<file path="config.mk">
export PLATFORM = sky130hd
export DESIGN_NAME = inst_fetch
export DESIGN_NICKNAME = d
export VERILOG_FILES = /design/src/rtl/inst_fetch.sv
export SDC_FILE = /design/constraint.sdc
export NUM_CORES = 1
export LEC_CHECK = 0
export CORE_AREA = 2 2 284 286
export DETAILED_ROUTE_END_ITERATION = 12
export DIE_AREA = 0 0 286 288
export PLACE_DENSITY_LB_ADDON = 0.15
export SYNTH_ARGS = -nofsm -noshare
export SYNTH_HDL_FRONTEND = slang
export SYNTH_SLANG_ARGS = --single-unit
export TNS_END_PERCENT = 20
</file>
<file path="constraint.sdc">
create_clock -name clk -period 15.45 [get_ports clk]
set_input_delay 3.09 -clock clk [delete_from_list [all_inputs] [get_ports clk]]
set_output_delay 3.09 -clock clk [all_outputs]
set_load 0.005 [all_outputs]
</file>
<file path="src/rtl/inst_fetch.sv">
`default_nettype none
// ==========================================================================
// inst_fetch : PC + one-word direct-mapped I-cache, byte-serial miss refill
// Revision   : 1.0
// ==========================================================================
module inst_fetch #(
  parameter logic [31:0] RESET_PC     = 32'h0000_0000,
  parameter int          ICACHE_LINES = 16
) (
  input  logic        clk,
  input  logic        rst,
  input  logic [5:0]  stall_state,
  input  logic        b_flag_i,
  input  logic [31:0] b_target_i,
  output logic        mem_req,
  output logic [31:0] mem_addr,
  input  logic        mem_ready,
  input  logic [7:0]  mem_rdata,
  output logic [31:0] if_pc,
  output logic [31:0] if_inst,
  output logic        if_stall_req
);

  localparam int IDX_W = $clog2(ICACHE_LINES);
  localparam int TAG_W = 30 - IDX_W;

  localparam logic [1:0] S_IDLE  = 2'd0;
  localparam logic [1:0] S_FETCH = 2'd1;
  localparam logic [1:0] S_HOLD  = 2'd2;

  logic [1:0]       state, state_next;
  logic [31:0]      pc;
  logic [1:0]       byte_cnt;
  logic [31:0]      word_buf;
  logic [ICACHE_LINES-1:0] valid;
  logic [TAG_W-1:0] tag_arr  [ICACHE_LINES];
  logic [31:0]      data_arr [ICACHE_LINES];

  logic             stall;
  logic [IDX_W-1:0] idx;
  logic [TAG_W-1:0] tag;
  logic             hit;
  logic             last_byte;
  logic             fill_we;
  logic [31:0]      word;
  logic [31:0]      redirect_pc;
  logic             unused_bits;

  assign stall       = stall_state[0];
  assign idx         = pc[IDX_W+1:2];
  assign tag         = pc[31:IDX_W+2];
  assign hit         = valid[idx] && (tag_arr[idx] == tag);
  assign last_byte   = (state == S_FETCH) && mem_ready && (byte_cnt == 2'd3);
  assign fill_we     = last_byte && !b_flag_i && !rst;
  assign word        = {mem_rdata, word_buf[23:0]};
  assign redirect_pc = {b_target_i[31:2], 2'b00};
  assign unused_bits = ^{stall_state[5:1], b_target_i[1:0]};

  // State register
  always_ff @(posedge clk) begin
    if (rst)
      state <= S_IDLE;
    else
      state <= state_next;
  end

  // Next-state logic; a redirect overrides everything below reset
  always_comb begin
    state_next = state;
    if (b_flag_i) begin
      state_next = S_IDLE;
    end else begin
      case (state)
        S_IDLE:  if (!stall && !hit) state_next = S_FETCH;
        S_FETCH: if (last_byte)      state_next = stall ? S_HOLD : S_IDLE;
        S_HOLD:  if (!stall)         state_next = S_IDLE;
        default: state_next = S_IDLE;
      endcase
    end
  end

  // Outputs decoded from state only
  always_comb begin
    mem_req      = 1'b0;
    mem_addr     = 32'h0;
    if_stall_req = 1'b0;
    if (state == S_FETCH) begin
      mem_req      = 1'b1;
      mem_addr     = {pc[31:2], byte_cnt};
      if_stall_req = 1'b1;
    end
  end

  always_ff @(posedge clk) begin
    if (rst) begin
      pc       <= RESET_PC;
      byte_cnt <= 2'd0;
      valid    <= '0;
      if_pc    <= 32'h0;
      if_inst  <= 32'h0;
    end else if (b_flag_i) begin
      pc       <= redirect_pc;
      byte_cnt <= 2'd0;
      if_pc    <= 32'h0;
      if_inst  <= 32'h0;
    end else begin
      case (state)
        S_IDLE: begin
          if (!stall) begin
            if (hit) begin
              if_pc   <= pc;
              if_inst <= data_arr[idx];
              pc      <= pc + 32'd4;
            end else begin
              byte_cnt <= 2'd0;
              if_pc    <= 32'h0;
              if_inst  <= 32'h0;
            end
          end
        end
        S_FETCH: begin
          if (mem_ready) begin
            word_buf[{byte_cnt, 3'b000} +: 8] <= mem_rdata;
            byte_cnt <= byte_cnt + 2'd1;
            if (byte_cnt == 2'd3) begin
              valid[idx] <= 1'b1;
              if (!stall) begin
                if_pc   <= pc;
                if_inst <= word;
                pc      <= pc + 32'd4;
              end
            end
          end
        end
        S_HOLD: begin
          if (!stall) begin
            if_pc   <= pc;
            if_inst <= word_buf;
            pc      <= pc + 32'd4;
          end
        end
        default: ;
      endcase
    end
  end

  // Tag/data storage is qualified by valid, so it carries no reset
  always_ff @(posedge clk) begin
    if (fill_we) begin
      tag_arr[idx]  <= tag;
      data_arr[idx] <= word;
    end
  end

endmodule
`default_nettype wire

</file>
==> flow_summary.rst, run 1 <==
.. list-table::
   :header-rows: 1

   * - Metric
     - Value
   * - Remaining antenna violation count after routing
     - 0
   * - Final hold violation count
     - 0
   * - Internal power
     - 4.83 mW
   * - Routed WL
     - about 110,000 um
   * - Overflow left after global routing
     - 0
   * - Top post-synthesis cells by count
     - sky130_fd_sc_hd__edfxtp_1 (960), sky130_fd_sc_hd__mux4_2 (231), sky130_fd_sc_hd__dfxtp_1 (116)
   * - Path type of the worst min-delay path
     - flop to flop
   * - Top-level port count
     - between 100 and 150
   * - Number of endpoints failing setup at the final stage
     - 0
   * - Cell area power density
     - about 120 nW/um^2
   * - CTS Root Cell
     - sky130_fd_sc_hd__clkbuf_16
   * - Net count of the finished layout
     - ~2,600
   * - Clock slew at the register clock pins of the worst setup and hold paths
     - 0.06 ns
   * - Share of total power consumed by net switching
     - 0.215
   * - Routability Congestion
     - 0.851
   * - Element type at the critical path start
     - flop
   * - CP cell instances
     - buf_4 -> buf_4 -> mux4_2 -> mux2i_1 -> mux2i_1 -> xnor2_1 -> o2111ai_1 -> nor4_2 -> a21boi_2 -> buf_4 -> or4_1 -> a311oi_1
   * - Peak supply drop
     - approximately 0.000089 V
   * - Number of buffers added for setup after CTS
     - 0
   * - Yosys warning total
     - 0
   * - Worst-case clock buffer depth
     - 3
   * - Vias
     - around 23,000
   * - Fraction of registers with async set or reset after synthesis
     - 0
   * - Status
     - finished, final reports clean
   * - Setup repair after global routing missed its margin
     - false
   * - Unique masters post-synth
     - 84
   * - Number of DRC markers in iteration 0
     - about 3,000
   * - Leakage power of the design
     - ~15 nW
   * - Placeable Area
     - 79,600 sq um
   * - Die boundary width
     - 286 um
   * - Sw Pwr
     - ~1.3 mW
   * - Worst path arrival time
     - about 7 ns
   * - CP most frequent cell
     - sky130_fd_sc_hd__buf_4
   * - Vias per inst
     - roughly 6.3
   * - Count of final max-slew check failures
     - 0
   * - Dominant cell by count in the synthesized netlist
     - sky130_fd_sc_hd__edfxtp_1
   * - Post-Syn Instances
     - about 2,400
   * - Part of the total power dissipated in sequential elements
     - 0.520
   * - H-Tree Level Count
     - 3
   * - Cell at the slowest stage of the critical path
     - sky130_fd_sc_hd__dfxtp_4
   * - Clock share of power
     - 0.419
   * - Worst slew slack as a fraction of its limit
     - 0.178
   * - Average routed wire per standard cell
     - 28.8 um
   * - TritonCTS clock tree
     - done
   * - Clock Latency Late Sink
     - between 0.6 and 0.7 ns
   * - Max-cap viol count
     - 0
   * - Slew of the pin with the lowest slew margin
     - approximately 1.2 ns
   * - TritonCTS buffer count
     - 105
   * - Top cells by area in the synthesized netlist
     - sky130_fd_sc_hd__edfxtp_1 (66%), sky130_fd_sc_hd__mux4_2 (12%), sky130_fd_sc_hd__dfxtp_1 (5.4%)
   * - Post-synthesis average cell area
     - between 15 and 20 sq um
   * - Type of element capturing the critical path
     - flop
   * - Largest net degree at the start of global routing
     - 65
   * - Die area
     - between 80,000 and 90,000 sq um
   * - Max Fanout on Critical Path
     - 64
   * - Number of antenna violations at the first check in global routing
     - 6
   * - Leading register cell type out of synthesis
     - sky130_fd_sc_hd__edfxtp_1
   * - Post-route clock period utilization
     - 0.411
   * - Starting density of the core
     - 0.545
   * - Count of clock tree sinks
     - about 1,100
   * - Die Span Y
     - ~290 um
   * - Flop and latch count out of synthesis
     - 1,076
   * - Overall power
     - just over 6 mW
   * - Number of resized instances in the post-cts repair step
     - 0
   * - Top cell type by total area after synthesis
     - sky130_fd_sc_hd__edfxtp_1
   * - Total routing resource utilization after global routing
     - 0.259
   * - Setup TNS after final layout
     - 0 ns
   * - Quantity of I/O buffers inserted on ports
     - 138
   * - Number of global-route vias before repair
     - ~23,000
   * - Final critical delay including setup and external delays
     - roughly 6.4 ns
   * - Router iterations before antenna repair
     - 5
   * - First-pass GRT wire length
     - 155,000 um
   * - Worst-case clock skew
     - roughly 0.022 ns
   * - Combinational group share of total power
     - 0.060
   * - Number of buffers added to fix hold violations after cts
     - 0
   * - DRC
     - 0
   * - Layout cell share with drive strength beyond 1
     - 0.199
   * - Num rows
     - about 100
   * - Maximum frequency from static timing analysis
     - ~160 MHz
   * - Class of the most critical setup path
     - flop to flop
   * - Dpl hpwl
     - 60,300 um
   * - WP data required
     - 16.01 ns
   * - Number of enable-type register cells in the synthesized netlist
     - 960
   * - Yosys top cell area share
     - 0.665
   * - Area of the mapped netlist
     - ~43,000 sq um
   * - Growth of design area from synthesis to finish
     - 14.0%
   * - Peak per-stage delay on the critical path
     - approximately 0.94 ns
   * - Seq/Total Area, Yosys
     - 0.718
[placed cells by master (no fill, tap or decap), types with 73 or more instances in the layout]
cell / synthesis / final
sky130_fd_sc_hd__a21oi_1: 74 / 73
sky130_fd_sc_hd__and2_1: 80 / 78
sky130_fd_sc_hd__buf_4: 11 / 73
sky130_fd_sc_hd__clkbuf_16: 0 / 107
sky130_fd_sc_hd__clkdlybuf4s50_1: 0 / 138
sky130_fd_sc_hd__dfxtp_1: 116 / 112
sky130_fd_sc_hd__edfxtp_1: 960 / 960
sky130_fd_sc_hd__mux2i_1: 88 / 88
sky130_fd_sc_hd__mux4_2: 231 / 231
sky130_fd_sc_hd__nand2_1: 93 / 93
[state kept, by name, indices dropped and copies added, names as in the netlist, named ones only]
signal    cells
byte_cnt      2
valid        16
data_arr    512
pc           30
if_inst      32
tag_arr     416
if_pc        30
word_buf     32
state         2
[logic make-up after synthesis]
group	synth area share
buffers and inverters	0.0223
AO/OA/AOI/OAI	0.0473
flip-flops	0.718
XOR/XNOR	0.00643
adder cells (fa/ha/maj)	0.00404
other	0.0000865
multiplexers	0.149
AND/OR/NAND/NOR	0.0529
[through the flow]
stage | worst slack (ns) | cell area (sq um) | util | std cells | hold slack, ns
CTS | 9.11 | 49400 | 0.621 | 3690 | 0.450
detailed placement | 8.56 | 46000 | 0.577 | 3495 | 0.437
global route | 8.82 | 49400 | 0.621 | 3692 | 0.463
global placement | 8.63 | 46000 | 0.577 | 3495 | 0.429
finish | 9.10 | 49500 | 0.621 | 3693 | 0.448
floorplan | 6.94 | 43400 | - | 2381 | 0.421
[final timing paths]
path / start / to / slack, ns / cells after the start
worst max-delay path: flop / pc[21]$_SDFFE_PP0P_ / 9.10 / 12
worst min-delay path: valid[14]$_SDFFE_PP0P_ / valid[14]$_SDFFE_PP0P_ / 0.45 / 1
worst max register to register: flop / pc[21]$_SDFFE_PP0P_ / 9.10 / 12
worst min register to register: valid[14]$_SDFFE_PP0P_ / valid[14]$_SDFFE_PP0P_ / 0.45 / 1
[power by group through the flow]
stage	registers, mW	logic (mW)	clock network [mW]
finish	3.20	0.372	2.58
floorplan	3.24	0.261	0
global placement	3.26	0.365	0
detailed placement	3.26	0.369	0
global route	3.20	0.396	2.72
CTS	3.20	0.371	2.61
[layout make-up]
type | count | area [sq um]
inverter | 47 | 178
clock inverter | 63 | 639
tap | 1060 | 1330
clock buffer | 132 | 2820
antenna | 3 | 7.51
sequential | 1076 | 31200
timing repair buffer | 211 | 1930
multi-input combinational | 1101 | 11400
fill | 5645 | 30200
[layer usage]
metal  global-route usage  share of wire  vias up
met5                    0              0        -
met4               0.0678          0.021        0
met3               0.0470          0.086      158
met2                0.407           0.48     1095
met1                0.379           0.42    12300
li1                     -              -     9914
[critical path, delay by kind of cell (launching register included)]
| family | cells | cell delay (ns) |
|---|---|---|
| buf+inv | 3 | 1.84 |
| compound gates | 3 | 0.67 |
| mux | 3 | 0.85 |
| simple gates | 2 | 1.36 |
| xor+xnor | 1 | 0.47 |
| flops | 1 | 0.94 |
No activity file was read; power rests on OpenSTA's default activity.
==> inputs of run 2 (changes only) <==
- clock period: 15.45 -> 6.23 ns (I/O delays scaled with it)
==> run 2 against run 1 <==
Effect of this change:
- global-route usage increased by 0.24 points
- first-iteration DRC count is 1.9% higher
- utilization grew 0.47 points
- hold slack better by 0.0010 ns
- highest routed layer is now met5
- clock skew is 0.0063 ns higher
- wire length is 0.60% higher
- largest power group unchanged
- cell area is 0.76% higher
- count of clock-buffer cells in the layout unchanged
- die area stayed put
- cell count grew 0.24%
==> flow_summary.rst, run 2 (same netlist as run 1, synthesis figures left out) <==
.. list-table::
   :header-rows: 1

   * - Metric
     - Value
   * - Status
     - finished, final reports clean
   * - Remaining antenna violation count after routing
     - 0
   * - Non-filler instance count after layout
     - between 3,000 and 4,000
   * - Num rows
     - roughly 100
   * - Die boundary width
     - 286 um
   * - Top library cells by usage in the layout, fill and taps aside
     - sky130_fd_sc_hd__edfxtp_1 (960), sky130_fd_sc_hd__mux4_2 (231), sky130_fd_sc_hd__clkdlybuf4s50_1 (138), sky130_fd_sc_hd__dfxtp_1 (112), sky130_fd_sc_hd__clkbuf_16 (108)
   * - Top-level port count
     - 148
   * - Number of resized instances in the post-cts repair step
     - 0
   * - Die area
     - 82,400 sq um
   * - Leakage power of the design
     - 15.6 nW
   * - Post-route worst hold slack
     - between 0.4 and 0.5 ns
   * - H-Tree Level Count
     - 3
   * - Number of global-route vias before repair
     - ~24,000
   * - Setup TNS after final layout
     - 0 ns
   * - Worst slew slack as a fraction of its limit
     - 0.0720
   * - Number of buffers added for setup after CTS
     - 0
   * - Class of the most critical setup path
     - flop to flop
   * - CP most frequent cell
     - sky130_fd_sc_hd__mux2i_1
   * - Final critical delay including setup and external delays
     - 5.00 ns
   * - Starting density of the core
     - 0.545
   * - Register ranked first by flip-flop count
     - data_arr
   * - Total routing resource utilization after global routing
     - 0.262
   * - Overall power
     - between 15 and 20 mW
   * - Max Fanout on Critical Path
     - 42
   * - Worst-case clock buffer depth
     - 3
   * - DRC
     - 0
   * - Growth of design area from synthesis to finish
     - 14.9%
   * - CTS Root Cell
     - sky130_fd_sc_hd__clkbuf_16
   * - Count of clock tree sinks
     - between 1,000 and 1,500
   * - Clock slew at the register clock pins of the worst setup and hold paths
     - about 0.07 ns
   * - Setup repair after global routing missed its margin
     - false
   * - TritonCTS clock tree
     - done
   * - Clock Latency Late Sink
     - around 0.67 ns
   * - TritonCTS buffer count
     - 105
   * - Average routed wire per standard cell
     - 28.9 um
   * - WP data required
     - approximately 6.7 ns
   * - Post-placement cell area
     - approximately 46,000 sq um
   * - Most frequent standard cell in the layout excluding fill and tap cells
     - sky130_fd_sc_hd__edfxtp_1
   * - Biggest registers after layout
     - data_arr x512, tag_arr x416
   * - Largest net degree at the start of global routing
     - between 70 and 80
   * - Final hold violation count
     - 0
   * - Worst setup slack after layout
     - 1.23 ns
   * - Path type of the worst min-delay path
     - flop to flop
   * - Max-cap viol count
     - 0
   * - Number of endpoints failing setup at the final stage
     - 0
   * - Overflow left after global routing
     - 0
   * - Maximum frequency from static timing analysis
     - roughly 200 MHz
   * - Peak supply drop
     - roughly 0.00024 V
   * - Cell at the slowest stage of the critical path
     - sky130_fd_sc_hd__dfxtp_4
   * - Vias
     - roughly 24,000
   * - Worst-case clock skew
     - between 0.02 and 0.03 ns
   * - Vias per inst
     - about 6.4
   * - Routability Congestion
     - approximately 0.85
   * - Finished Cell Area
     - roughly 50,000 sq um
   * - First-pass GRT wire length
     - 157,000 um
   * - Routed WL
     - between 100,000 and 150,000 um
   * - Number of antenna violations at the first check in global routing
     - 2
   * - Net count of the finished layout
     - 2,612
   * - Router iterations before antenna repair
     - 6
   * - Element type at the critical path start
     - flop
   * - CP cell instances
     - buf_4 -> mux4_2 -> mux2i_1 -> mux2i_1 -> xnor2_1 -> o2111ai_1 -> nor4_2 -> a21boi_2 -> buf_4 -> mux2i_1 -> nor4_1
   * - Cell area power density
     - a little over 300 nW/um^2
   * - Type of element capturing the critical path
     - flop
   * - Dpl hpwl
     - 61,400 um
   * - Number of buffers added to fix hold violations after cts
     - 0
   * - Placed cells
     - 3,501
   * - Number of flip-flops under the largest register name
     - between 500 and 600
   * - Count of final max-slew check failures
     - 0
   * - Placeable Area
     - approximately 80,000 sq um
   * - Placement Setup Slack
     - ~1.3 ns
   * - Worst path arrival time
     - ~5.5 ns
   * - Fillcell total
     - 5,556
   * - Die Span Y
     - 288 um
   * - Quantity of I/O buffers inserted on ports
     - between 100 and 150
   * - Number of DRC markers in iteration 0
     - between 3,000 and 4,000
   * - Slew of the pin with the lowest slew margin
     - approximately 1.4 ns
   * - Post-route clock period utilization
     - 0.802
   * - Layout cell share with drive strength beyond 1
     - 0.203
   * - Post-route core utilization
     - 0.626
   * - Peak per-stage delay on the critical path
     - between 0.8 and 0.9 ns
[run 2: where the power goes]
part           leakage, nW  total [mW]  internal, mW  switching [mW]
Clock                 1.78        6.63          3.93            2.71
Combinational         4.26       0.897         0.393           0.504
Sequential            9.59        7.96          7.84           0.119
[run 2: final cells by class]
cell class	count	area [sq um]	share of cell area
clock buffer	132	2860	0.0575
clock inverter	68	783	0.0157
timing repair buffer	217	2120	0.0426
sequential	1076	31200	0.625
multi-input combinational	1101	11400	0.229
antenna	1	2.50	0.0000502
inverter	47	178	0.00357
tap	1060	1330	0.0266
[run 2: final timing paths]
check | from | endpoint | slack (ns) | cells after the start
hold / removal | valid[14]$_SDFFE_PP0P_ | valid[14]$_SDFFE_PP0P_ | 0.45 | 1
hold reg to reg | valid[14]$_SDFFE_PP0P_ | valid[14]$_SDFFE_PP0P_ | 0.45 | 1
setup reg to reg | flop | pc[25]$_SDFFE_PP0P_ | 1.23 | 11
setup / recovery | flop | pc[25]$_SDFFE_PP0P_ | 1.23 | 11
[run 2: layer usage]
layer,global-route usage,vias up,share of wire
met2,0.415,1094,0.48
met1,0.378,12300,0.41
met5,0,-,0.00010
li1,-,9932,-
met3,0.0468,181,0.084
met4,0.0715,2,0.024
[run 2: worst max-delay path: cells and delay by family, from the launching register on]
kind            cells  cell delay [ns]
simple gates        2             1.31
mux                 4             0.98
compound gates      2             0.39
xor+xnor            1             0.52
flops               1             0.89
buf+inv             2             0.71
